File: src/rtl/bitlane_shifter.sv
// bitlane_shifter: pops words from a first-word-fall-through source and
// serialises them onto L parallel tx lanes, one beat every div+1 clocks,
// while capturing the same number of rx beats into a low-aligned output word.
// A one-word pending register allows back-to-back words without gaps.
module bitlane_shifter #(
  parameter int       W    = 16,
  parameter int       L    = 1,
  parameter int       DW   = 8,
  parameter logic     IDLE = 1'b1,
  localparam int      B    = W / L,
  localparam int      SW   = $clog2(B + 1)
) (
  input  logic          reset,
  input  logic          clock,
  input  logic [DW-1:0] div,
  input  logic          lsb_first,
  input  logic [W-1:0]  in,
  input  logic [SW-1:0] size,
  output logic          get,
  input  logic          empty,
  output logic [W-1:0]  out,
  output logic          put,
  input  logic [L-1:0]  rx,
  output logic [L-1:0]  tx,
  output logic          busy
);

  localparam logic [SW-1:0] B_S     = SW'(B);
  localparam logic [SW-1:0] ONE_S   = SW'(1);
  localparam logic [DW-1:0] DIV_ONE = DW'(1);

  // Effective beat count: zero or anything beyond B means a full word.
  function automatic logic [SW-1:0] eff_size(input logic [SW-1:0] raw);
    logic [SW-1:0] r;
    if ((raw == {SW{1'b0}}) || (raw > B_S)) begin
      r = B_S;
    end else begin
      r = raw;
    end
    return r;
  endfunction

  // Lane-group index touched by beat k: ascending for LSB-first,
  // descending from the top of the s-beat field for MSB-first.
  function automatic logic [SW-1:0] beat_index(input logic          lsb,
                                               input logic [SW-1:0] s,
                                               input logic [SW-1:0] k);
    logic [SW-1:0] r;
    if (lsb) begin
      r = k;
    end else begin
      r = s - k - ONE_S;
    end
    return r;
  endfunction

  // Extract the L-bit group at a given index of a word.
  function automatic logic [L-1:0] lane_bits(input logic [W-1:0]  w,
                                             input logic [SW-1:0] idx);
    logic [L-1:0] r;
    r = {L{1'b0}};
    for (int b = 0; b < B; b++) begin
      if (idx == SW'(b)) begin
        r = w[b*L +: L];
      end else begin
        r = r;
      end
    end
    return r;
  endfunction

  logic          get_q, get_d;
  logic          pend_valid_q, pend_valid_d;
  logic [W-1:0]  pend_word_q, pend_word_d;
  logic [SW-1:0] pend_size_q, pend_size_d;
  logic          active_q, active_d;
  logic [W-1:0]  word_q, word_d;
  logic [SW-1:0] size_q, size_d;
  logic [DW-1:0] div_lat_q, div_lat_d;
  logic          lsb_q, lsb_d;
  logic [DW-1:0] div_cnt_q, div_cnt_d;
  logic [SW-1:0] beat_cnt_q, beat_cnt_d;
  logic [W-1:0]  acc_q, acc_d;
  logic [W-1:0]  out_q, out_d;
  logic          put_q, put_d;
  logic [L-1:0]  tx_q, tx_d;
  logic          busy_q, busy_d;

  logic          beat_end;
  logic          last_beat;
  logic          load;
  logic [SW-1:0] rx_idx;
  logic [W-1:0]  acc_w;

  // Beat timing, load decision and the accumulator with this clock's rx merged in.
  always_comb begin
    beat_end  = active_q && (div_cnt_q == div_lat_q);
    last_beat = beat_end && (beat_cnt_q == (size_q - ONE_S));
    load      = pend_valid_q && (!active_q || last_beat);
    rx_idx    = beat_index(lsb_q, size_q, beat_cnt_q);
    acc_w     = acc_q;
    if (beat_end) begin
      for (int b = 0; b < B; b++) begin
        if (rx_idx == SW'(b)) begin
          acc_w[b*L +: L] = rx;
        end else begin
          acc_w[b*L +: L] = acc_q[b*L +: L];
        end
      end
    end else begin
      acc_w = acc_q;
    end
  end

  // Source handshake: pop only when the pending slot is free or being drained.
  always_comb begin
    get_d        = !empty && !get_q && (!pend_valid_q || load);
    pend_valid_d = pend_valid_q;
    pend_word_d  = pend_word_q;
    pend_size_d  = pend_size_q;
    if (get_q) begin
      pend_valid_d = 1'b1;
      pend_word_d  = in;
      pend_size_d  = size;
    end else if (load) begin
      pend_valid_d = 1'b0;
    end else begin
      pend_valid_d = pend_valid_q;
    end
  end

  // Shifter sequencing: load, advance beats, finish the word.
  always_comb begin
    active_d   = active_q;
    word_d     = word_q;
    size_d     = size_q;
    div_lat_d  = div_lat_q;
    lsb_d      = lsb_q;
    div_cnt_d  = div_cnt_q;
    beat_cnt_d = beat_cnt_q;
    acc_d      = acc_q;
    if (load) begin
      active_d   = 1'b1;
      word_d     = pend_word_q;
      size_d     = eff_size(pend_size_q);
      div_lat_d  = div;
      lsb_d      = lsb_first;
      div_cnt_d  = {DW{1'b0}};
      beat_cnt_d = {SW{1'b0}};
      acc_d      = {W{1'b0}};
    end else if (last_beat) begin
      active_d   = 1'b0;
      div_cnt_d  = {DW{1'b0}};
      beat_cnt_d = {SW{1'b0}};
      acc_d      = acc_w;
    end else if (beat_end) begin
      div_cnt_d  = {DW{1'b0}};
      beat_cnt_d = beat_cnt_q + ONE_S;
      acc_d      = acc_w;
    end else if (active_q) begin
      div_cnt_d  = div_cnt_q + DIV_ONE;
    end else begin
      active_d   = 1'b0;
    end
  end

  // Registered outputs, derived from the next shifter state so tx changes exactly at beat edges.
  always_comb begin
    put_d  = last_beat;
    busy_d = active_d;
    if (last_beat) begin
      out_d = acc_w;
    end else begin
      out_d = out_q;
    end
    if (active_d) begin
      tx_d = lane_bits(word_d, beat_index(lsb_d, size_d, beat_cnt_d));
    end else begin
      tx_d = {L{IDLE}};
    end
  end

  // State update with synchronous reset discarding both the active and pending word.
  always_ff @(posedge clock) begin
    if (reset) begin
      get_q        <= 1'b0;
      pend_valid_q <= 1'b0;
      pend_word_q  <= {W{1'b0}};
      pend_size_q  <= {SW{1'b0}};
      active_q     <= 1'b0;
      word_q       <= {W{1'b0}};
      size_q       <= {SW{1'b0}};
      div_lat_q    <= {DW{1'b0}};
      lsb_q        <= 1'b0;
      div_cnt_q    <= {DW{1'b0}};
      beat_cnt_q   <= {SW{1'b0}};
      acc_q        <= {W{1'b0}};
      out_q        <= {W{1'b0}};
      put_q        <= 1'b0;
      tx_q         <= {L{IDLE}};
      busy_q       <= 1'b0;
    end else begin
      get_q        <= get_d;
      pend_valid_q <= pend_valid_d;
      pend_word_q  <= pend_word_d;
      pend_size_q  <= pend_size_d;
      active_q     <= active_d;
      word_q       <= word_d;
      size_q       <= size_d;
      div_lat_q    <= div_lat_d;
      lsb_q        <= lsb_d;
      div_cnt_q    <= div_cnt_d;
      beat_cnt_q   <= beat_cnt_d;
      acc_q        <= acc_d;
      out_q        <= out_d;
      put_q        <= put_d;
      tx_q         <= tx_d;
      busy_q       <= busy_d;
    end
  end

  assign get  = get_q;
  assign put  = put_q;
  assign out  = out_q;
  assign tx   = tx_q;
  assign busy = busy_q;

endmodule

File: config.mk
export PLATFORM = sky130hd
export DESIGN_NAME = bitlane_shifter
export DESIGN_NICKNAME = d
export VERILOG_FILES = /design/src/rtl/bitlane_shifter.sv
export SDC_FILE = /design/constraint.sdc
export NUM_CORES = 1
export LEC_CHECK = 0
export ABC_AREA = 1
export BUFFER_PORTS_ARGS = -buffer_cell sky130_fd_sc_hd__buf_2
export CAP_MARGIN = 20
export CORE_MARGIN = 5
export CORE_UTILIZATION = 35
export CTS_BUF_LIST = sky130_fd_sc_hd__clkbuf_4 sky130_fd_sc_hd__clkbuf_8 sky130_fd_sc_hd__clkbuf_16
export DETAILED_ROUTE_END_ITERATION = 6
export SETUP_SLACK_MARGIN = 0.15
export SLEW_MARGIN = 10
export SYNTH_ARGS = -nofsm -noshare
export SYNTH_HDL_FRONTEND = slang
export SYNTH_SLANG_ARGS = --single-unit
File: constraint.sdc
create_clock -name clock -period 4.9 [get_ports clock]
set_clock_uncertainty 0.05 [all_clocks]
set_input_delay 0.735 -clock clock [delete_from_list [all_inputs] [get_ports clock]]
set_output_delay 0.735 -clock clock [all_outputs]
set_load 0.01 [all_outputs]
==> results of run 1 <==
## routing by layer
layer	global-route usage (%)	vias up
li1	-	2198
met1	16.7	1915
met2	24.9	67
met3	3.42	16
met4	4.24	0
met5	0	-
## where the power goes
| part | leakage (nW) | internal, W | switching, W |
|---|---|---|---|
| clock network | 0.149 | 0.000425 | 0.000313 |
| logic | 1.65 | 0.0000809 | 0.000148 |
| registers | 0.820 | 0.000846 | 0.0000203 |
## area by class of cell
cell class,count,area (µm²)
clock buffer,11,253
clock inverter,4,55.1
fill,1452,8210
inverter,57,214
multi-input combinational,472,2520
sequential,101,2020
tap,180,225
timing repair buffer,54,273
## flip-flops by register name (all words and copies together), names as in the netlist
signal / flops
out: 16
put: 1
div_cnt_q: 8
tx: 1
busy: 1
pend_valid_q: 1
acc_q: 16
size_q: 5
beat_cnt_q: 5
pend_size_q: 5
get: 1
word_q: 16
div_lat_q: 8
lsb_q: 1
pend_word_q: 16
## layout by cell type, fill, tap and decap left out, types with 6 or more instances in the layout
| master | count |
|---|---|
| mux2i_1 | 23 |
| o21ai_0 | 58 |
| nor2_1 | 117 |
| nand2_2 | 15 |
| nor4_1 | 6 |
| or2_2 | 6 |
| nand2_1 | 111 |
| xor2_1 | 10 |
| nand3_1 | 33 |
| ha_1 | 12 |
| a21oi_1 | 34 |
| dfxtp_1 | 101 |
| buf_2 | 53 |
| inv_2 | 12 |
| clkbuf_16 | 9 |
| inv_1 | 45 |
## final timing paths
| path | to | slack [ps] | depth (start not counted) |
|---|---|---|---|
| worst max-delay path | tx | 720 | 25 |
| worst min-delay path | div_lat_q[0] | 440 | 2 |
| worst min register to register | div_lat_q[0] | 440 | 2 |
| worst max register to register | tx | 720 | 25 |
## worst register-to-register path, stage by stage, from the launching register on
cell and delay (ps):
dfxtp_1 380, inv_1 100, ha_1 290, nor2_1 100, nor2_1 50, nand3_1 80, nor2_2 60, nand2_4 70
nand2_4 70, nand2_2 410, inv_2 240, nand3_1 160, nand2_1 70, ha_1 210, fa_1 410, a31oi_1 280
inv_1 70, nand3_1 130, nand3_2 90, nand2_2 90, nand2_2 80, nor4_1 320, nor2_1 110, nand3_1 90
nand2_1 50, nand2_1 50
## metrics by stage
step	total power (W)	instance area, µm²
3_5_place_dp	0.00111	5260
5_1_grt	0.00193	5570
4_1_cts	0.00186	5570
2_1_floorplan	0.00106	4880
3_3_place_gp	0.00111	5260
6_report	0.00183	5570
## cells by family (layout without fill, tap and decap cells)
| family | count (synthesis) | count (layout) |
|---|---|---|
| and+or+nand+nor | 318 | 318 |
| AOI/OAI and AO/OA | 105 | 105 |
| DFF | 101 | 101 |
| buffers and inverters | 81 | 126 |
| muxes | 23 | 23 |
| adders and majority gates | 14 | 14 |
| xor gates and xnor gates | 12 | 12 |
==> metrics.md, run 1 <==
| Metric | Value |
|---|---|
| Post-Synth Simple-Gate Area | `29.6%` |
| Peak per-stage delay on the critical path | `410 ps` |
| Register area share after synthesis | `41.5%` |
| Number of flops mapped to enable cells by yosys | `0` |
| FF+latch count, synth | `101` |
| Post-CTS Setup Repair Bufs | `0` |
| Post-CTS resize count | `0` |
| Post-Place Setup Slack | `about 760 ps` |
| Number of I/O port buffers | `53` |
| Clock transition at the registers of the reported paths | `around 70 ps` |
| Synth Area per Inst | `7.46 µm²` |
| Slowest CP cell | `nand2_2` |
| Root buf cell | `clkbuf_16` |
| Synth Area in Compound Gates | `between 10 and 15%` |
| Clk sinks | `approximately 100` |
| IO Count | `54` |
| TritonRoute pass-1 iters | `4` |
| Row count | `43` |
| ANT cells | `0` |
| Met2 WL | `about 5500 µm` |
| Max layer used | `met4` |
| Drt via density | `4.77` |
| Residual DRC | `0` |
| Fmax | `~240 MHz` |
| Commonest cells post-synth | `117 x nor2_1, 111 x nand2_1, 101 x dfxtp_1` |
| Post-synth top area cell | `dfxtp_1` |
| Run status | `completed` |
| Share of cells above drive strength 1 | `17.0%` |
| CP endpoint kind | `flop` |
| Critical Path Fanout Max | `27` |
| Static leakage | `2.62 nW` |
| Most common cell in the netlist | `nor2_1` |
| Buffers and inverters on the worst path | `3` |
| Routability congestion estimate | `about 0.83` |
| Mapped cell area | `4880 µm²` |
| Setup-failing EPs final | `0` |
| Area Growth Syn to Fin | `14.2%` |
| Final hold slack | `about 440 ps` |
| Avg WL per Cell | `12.7 µm` |
| CTS Buf Count | `9` |
| Tot GR Track Use | `14.0%` |
| CP dominant cell by count | `nand3_1` |
| Initial Util | `35.4%` |
| Critical Path AT | `around 4400 ps` |
| Final period util | `85.3%` |
| Largest family of logic cells by synthesized area | `simple AND/OR/NAND/NOR gates` |
| Final hold violation count | `0` |
| Post-synthesis mux area share | `~4.7%` |
| Startpoint Class | `flop` |
| Detailed-route via count | `4196` |
| DIE WIDTH | `128 µm` |
| TNS Setup | `0 ps` |
| # nets final | `743` |
| Adder-cell area share of the yosys netlist | `around 4%` |
| Post-DRT Antenna Nets | `0` |
| Hold Crit Class | `flop to flop` |
| Hold buffer count at CTS | `0` |
| Final slew viol count | `0` |
| H-Tree Depth | `3` |
| Delay-heaviest family, CP | `simple AND/OR/NAND/NOR gates` |
| CTS tree | `yes` |
| Unrepaired setup endpoints after global routing | `no` |
| Min-Delay Startpoint | `div_lat_q[0]` |
| Crit path from | `size_q[1]` |
| First DRT Iteration DRCs | `280` |
| Pwr Density | `roughly 330 nW/µm²` |
| Main flop type after synthesis | `dfxtp_1` |
| Required @ worst endpoint | `5140 ps` |
| Crit Path Class | `flop to flop` |
| Buffers from clock root to sink, at most | `2` |
| Async set-reset flop share out of synthesis | `0%` |
| Final Instance Count excl. Fillers | `879` |
| Worst skew pair latency | `roughly 350 ps` |
| Top cells by area, synth | `dfxtp_1 41%, nor2_1 9.0%, nand2_1 8.5%` |
| Die H | `~130 µm` |
| Net Count, Synth | `702` |
| Final Critical Period | `4180 ps` |
| Max IR drop VDD | `161 µV` |
| Slew @ Worst Pin | `824 ps` |
| Largest net degree at the start of global routing | `46` |
| CORE AREA | `13800 µm²` |
| Yosys synthesis warning count | `0` |
| Post-synth top area share | `between 40% and 50%` |
| Placed insts | `864` |
| GRT Residual Overflow | `0` |
| Initial antenna violation count | `0` |
| Slew HR | `45.0%` |
| Max-Cap Viols | `0` |
| Detailed Place HPWL | `8200 µm` |
| WL met1 | `~5100 µm` |
| Cell count after synthesis | `654` |
| Total wire length | `about 11000 µm` |
| Final Core Density | `40.4%` |
| Post-synthesis xor/xnor area fraction | `2.16%` |
| Worst r2r src | `size_q[1]` |
| First-pass GRT wire length | `18900 µm` |
| Setup WS post-layout | `slightly above 700 ps` |
| Metal3 WL | `317 µm` |
| Vias in the first global route | `between 4000 and 5000` |
| Unique cell type count in the Yosys netlist | `43` |
| Die ar. | `16400 µm²` |
Note: power is estimated with default switching activity, not from simulation.
==> run 2: changes to the inputs <==
Settings changed: CTS_BUF_LIST sky130_fd_sc_hd__clkbuf_4 sky130_fd_sc_hd__clkbuf_8 sky130_fd_sc_hd__clkbuf_16 to sky130_fd_sc_hd__clkbuf_4.
==> metrics.md, run 2 (synthesis gave the netlist of run 1 again) <==
| Metric | Value |
|---|---|
| Die H | `128 µm` |
| H-Tree Depth | `3` |
| Final period util | `a little under nine tenths` |
| Avg WL per Cell | `roughly 13 µm` |
| Share of cells above drive strength 1 | `16.7%` |
| CTS tree | `yes` |
| Required @ worst endpoint | `about 5200 ps` |
| Placed insts | `864` |
| CTS Buf Count | `9` |
| Initial Util | `35.4%` |
| First-pass GRT wire length | `18800 µm` |
| Total wire length | `11200 µm` |
| Die ar. | `16400 µm²` |
| Area Growth Syn to Fin | `10.7%` |
| Root buf cell | `clkbuf_4` |
| Critical Path AT | `between 4000 and 5000 ps` |
| FF/Latch Area | `between 2000 and 2500 µm²` |
| Detailed-route via count | `approximately 4200` |
| Number of I/O port buffers | `53` |
| Final Critical Period | `4220 ps` |
| Clk sinks | `101` |
| Final hold violation count | `0` |
| Static leakage | `approximately 2.5 nW` |
| Post-DRT Antenna Nets | `0` |
| GRT Residual Overflow | `0` |
| Max IR drop VDD | `137 µV` |
| DIE WIDTH | `between 100 and 150 µm` |
| Row count | `43` |
| Fillers | `roughly 1500` |
| Unrepaired setup endpoints after global routing | `no` |
| Pwr Density | `approximately 280 nW/µm²` |
| First DRT Iteration DRCs | `between 200 and 250` |
| Hold Crit Class | `input pin to flop` |
| Tot GR Track Use | `14.0%` |
| # nets final | `743` |
| Max-Cap Viols | `0` |
| Startpoint Class | `flop` |
| Critical Path Fanout Max | `27` |
| Vias in the first global route | `between 4000 and 5000` |
| Hold buffer count at CTS | `0` |
| Worst skew pair latency | `480 ps` |
| Buffers from clock root to sink, at most | `2` |
| Slew @ Worst Pin | `821 ps` |
| Total power | `0.00153 W` |
| Fmax | `237 MHz` |
| Detailed Place HPWL | `8200 µm` |
| Largest net degree at the start of global routing | `46` |
| Drt via density | `approximately 4.7` |
| Post-CTS Setup Repair Bufs | `0` |
| Final slew viol count | `0` |
| Internal reg-to-reg setup slack | `680 ps` |
| Slew HR | `45.2%` |
| Clock transition at the registers of the reported paths | `between 100 and 150 ps` |
| Multi-input gate area | `~2500 µm²` |
| Routability congestion estimate | `0.827` |
| Post-CTS resize count | `0` |
| Setup-failing EPs final | `0` |
| Most frequent cells in the layout | `117 x nor2_1, 111 x nand2_1, 101 x dfxtp_1` |
| CORE AREA | `13800 µm²` |
| Residual DRC | `0` |
| CP endpoint kind | `flop` |
| TritonRoute pass-1 iters | `7` |
| Initial antenna violation count | `1` |
| Final Instance Count excl. Fillers | `~900` |
| Commonest non-fill, non-tap cell in the layout | `nor2_1` |
| Crit Path Class | `flop to flop` |
| TNS Setup | `0 ps` |
| Run status | `completed` |
| IO Count | `54` |
## run 2: changes by cell type in the layout (fill, tap and decap cells not counted)
cell and change:
clkbuf_16 -9, clkbuf_4 +9, clkbuf_8 -2, clkinv_1 +2, diode_2 +3
## run 2: area by class of cell
cell class | instances | share of cell area [%]
multi-input cells | 472 | 46.8
flip-flops and latches | 101 | 37.5
clock buffers | 9 | 1.25
clock inverters | 6 | 1.16
diodes | 3 | 0.139
well taps | 180 | 4.17
repair buffers | 54 | 5.05
inverters | 57 | 3.96
## run 2: where the power goes
group / switching [W] / total, W / internal (W)
Combinational: 0.000149 / 0.000230 / 0.0000809
Sequential: 0.0000200 / 0.000867 / 0.000847
Clock: 0.000282 / 0.000435 / 0.000153
## run 2: metrics by stage
stage | setup slack, ps | hold WS (ps) | cell area (µm²) | util, %
6_report | 683 | 371 | 5400 | 39.2
5_1_grt | 325 | 327 | 5400 | 39.2
4_1_cts | 707 | 335 | 5390 | 39.1
3_5_place_dp | 755 | 425 | 5260 | 38.2
3_3_place_gp | 948 | 407 | 5260 | 38.2
2_1_floorplan | 978 | 394 | 4880 | -
## run 2: path summary, 6_finish.rpt
check,startpoint,to,cells after the start
worst max-delay path,size_q[1],tx,24
worst min-delay path,empty,get,2
worst max register to register,size_q[1],tx,24
worst min register to register,div_lat_q[0],div_lat_q[0],2
## run 2: per-layer routing
| metal | GRT usage [%] | vias to the layer above | routed length, µm |
|---|---|---|---|
| li1 | - | 2197 | - |
| met1 | 16.7 | 1913 | 5070 |
| met2 | 25.1 | 65 | 5550 |
| met3 | 3.46 | 11 | 359 |
| met4 | 4.00 | 0 | 170 |
| met5 | 0 | - | 0 |
## run 2: critical path, stage by stage (launching register included)
cell and delay (ps):
dfxtp_1 410, inv_1 100, ha_1 290, nor2_1 100
nor2_1 50, nand3_1 80, nor2_2 60, nand2_4 70
nand2_4 70, nand2_2 400, inv_2 240, nand3_1 150
nand2_1 70, ha_1 210, fa_1 410, a31oi_1 280
inv_1 70, nand3_1 130, nand3_2 90, nand2_2 90
nand2_2 80, nor4_1 320, a21oi_1 130, nand2_1 90
nand2_1 50
==> run 3: changes to the inputs <==
Settings changed: GPL_ROUTABILITY_DRIVEN set to 1, PLACE_DENSITY set to 0.58.
==> metrics.md, run 3 (synthesis gave the netlist of run 1 again) <==
| Metric | Value |
|---|---|
| Clk sinks | `101` |
| Pint | `0.00109 W` |
| Row count | `43` |
| Tot GR Track Use | `between 10% and 20%` |
| Startpoint Class | `flop` |
| Clock network fraction of total power | `28.4%` |
| Residual DRC | `0` |
| Detailed Place HPWL | `8320 µm` |
| Share of power burned in registers | `56.2%` |
| # nets final | `about 750` |
| Area Growth Syn to Fin | `11.5%` |
| Unrepaired setup endpoints after global routing | `no` |
| Root buf cell | `clkbuf_4` |
| Detailed-route via count | `~4200` |
| Net Switching | `0.000448 W` |
| Post-CTS resize count | `0` |
| Final Critical Period | `around 4200 ps` |
| IO Count | `54` |
| Final hold violation count | `0` |
| Commonest non-fill, non-tap cell in the layout | `nor2_1` |
| Final period util | `85.8%` |
| Hold buffer count at CTS | `0` |
| CTS tree | `yes` |
| Internal reg-to-reg setup slack | `690 ps` |
| Largest net degree at the start of global routing | `46` |
| Number of I/O port buffers | `53` |
| GRT Residual Overflow | `0` |
| Clock transition at the registers of the reported paths | `~150 ps` |
| Worst skew pair latency | `460 ps` |
| Post-CTS Setup Repair Bufs | `0` |
| Buffers from clock root to sink, at most | `2` |
| H-Tree Depth | `3` |
| Initial antenna violation count | `1` |
| Max-Cap Viols | `0` |
| Most frequent cells in the layout | `117 x nor2_1, 111 x nand2_1, 101 x dfxtp_1` |
| Drt via density | `4.76` |
| Final Core Density | `about two fifths` |
| Share of cells above drive strength 1 | `17.2%` |
| Crit Path Class | `flop to flop` |
| CORE AREA | `around 14000 µm²` |
| Required @ worst endpoint | `5210 ps` |
| Die ar. | `16400 µm²` |
| Setup WS post-layout | `695 ps` |
| First-pass GRT wire length | `18900 µm` |
| Post-Place Setup Slack | `795 ps` |
| Total wire length | `11100 µm` |
| TritonRoute pass-1 iters | `5` |
| Vias in the first global route | `4099` |
| First DRT Iteration DRCs | `250` |
| Critical Path Fanout Max | `27` |
| Die H | `128 µm` |
| Fmax | `238 MHz` |
| CP endpoint kind | `flop` |
| Max IR drop VDD | `166 µV` |
| TNS Setup | `0 ps` |
| Setup-failing EPs final | `0` |
| Pwr Density | `283 nW/µm²` |
| Hold Crit Class | `input pin to flop` |
| Run status | `completed` |
| Slew HR | `45.6%` |
| Slew @ Worst Pin | `815 ps` |
| Avg WL per Cell | `12.6 µm` |
| Post-DRT Antenna Nets | `0` |
| Static leakage | `2.56 nW` |
| Combinational share of power | `15.4%` |
| Routability congestion estimate | `0.839` |
| Final slew viol count | `0` |
| Initial Util | `35.4%` |
| Sw Share | `29.1%` |
| Critical Path AT | `4510 ps` |
| CTS Buf Count | `9` |
| DIE WIDTH | `128 µm` |
## run 3: path summary, 6_finish.rpt
path           startpoint      endpoint  depth (start not counted)
max             size_q[1]            tx                         24
min reg2reg  div_lat_q[0]  div_lat_q[0]                          2
max reg2reg     size_q[1]            tx                         24
min                 empty           get                          2
## run 3: per-layer routing
metal	vias to the layer above	global-route usage (%)	wire, µm
li1	2196	-	-
met1	1933	17.0	5100
met2	61	24.7	5480
met3	16	3.33	338
met4	0	5.37	200
met5	-	0	0
## run 3: layout make-up
cell class,count,area (µm²)
tap,180,225
clock buffer,10,75.1
timing repair buffer,56,308
antenna,1,2.50
sequential,101,2020
fill,1492,8340
inverter,57,214
clock inverter,6,63.8
multi-input combinational,472,2520
## run 3: power groups by stage
stage          combinational (W)  clock [W]  sequential, W
2_1_floorplan           0.000181          0       0.000876
3_3_place_gp            0.000227          0       0.000884
3_5_place_dp            0.000233          0       0.000884
4_1_cts                 0.000235   0.000457       0.000866
5_1_grt                 0.000270   0.000491       0.000870
6_report                0.000237   0.000437       0.000866
## run 3: worst max-delay path: stages (launching register included)
cell and delay [ps]:
dfxtp_1 410, inv_1 90, ha_1 290, nor2_1 110
nor2_1 50, nand3_1 80, nor2_2 60, nand2_4 70
nand2_4 70, nand2_2 380, inv_2 240, nand3_1 140
nand2_1 70, ha_1 200, fa_1 400, a31oi_1 290
inv_1 80, nand3_1 130, nand3_2 90, nand2_2 90
nand2_2 80, nor4_1 320, a21oi_1 140, nand2_1 100
nand2_1 50
## run 3: stage by stage
step	cells	cell area [µm²]	hold slack, ps	total power [W]
finish	883	5440	399	0.00154
global route	883	5440	355	0.00163
CTS	881	5410	350	0.00156
detailed placement	865	5270	419	0.00112
global placement	865	5270	408	0.00111
floorplan	654	4880	394	0.00106
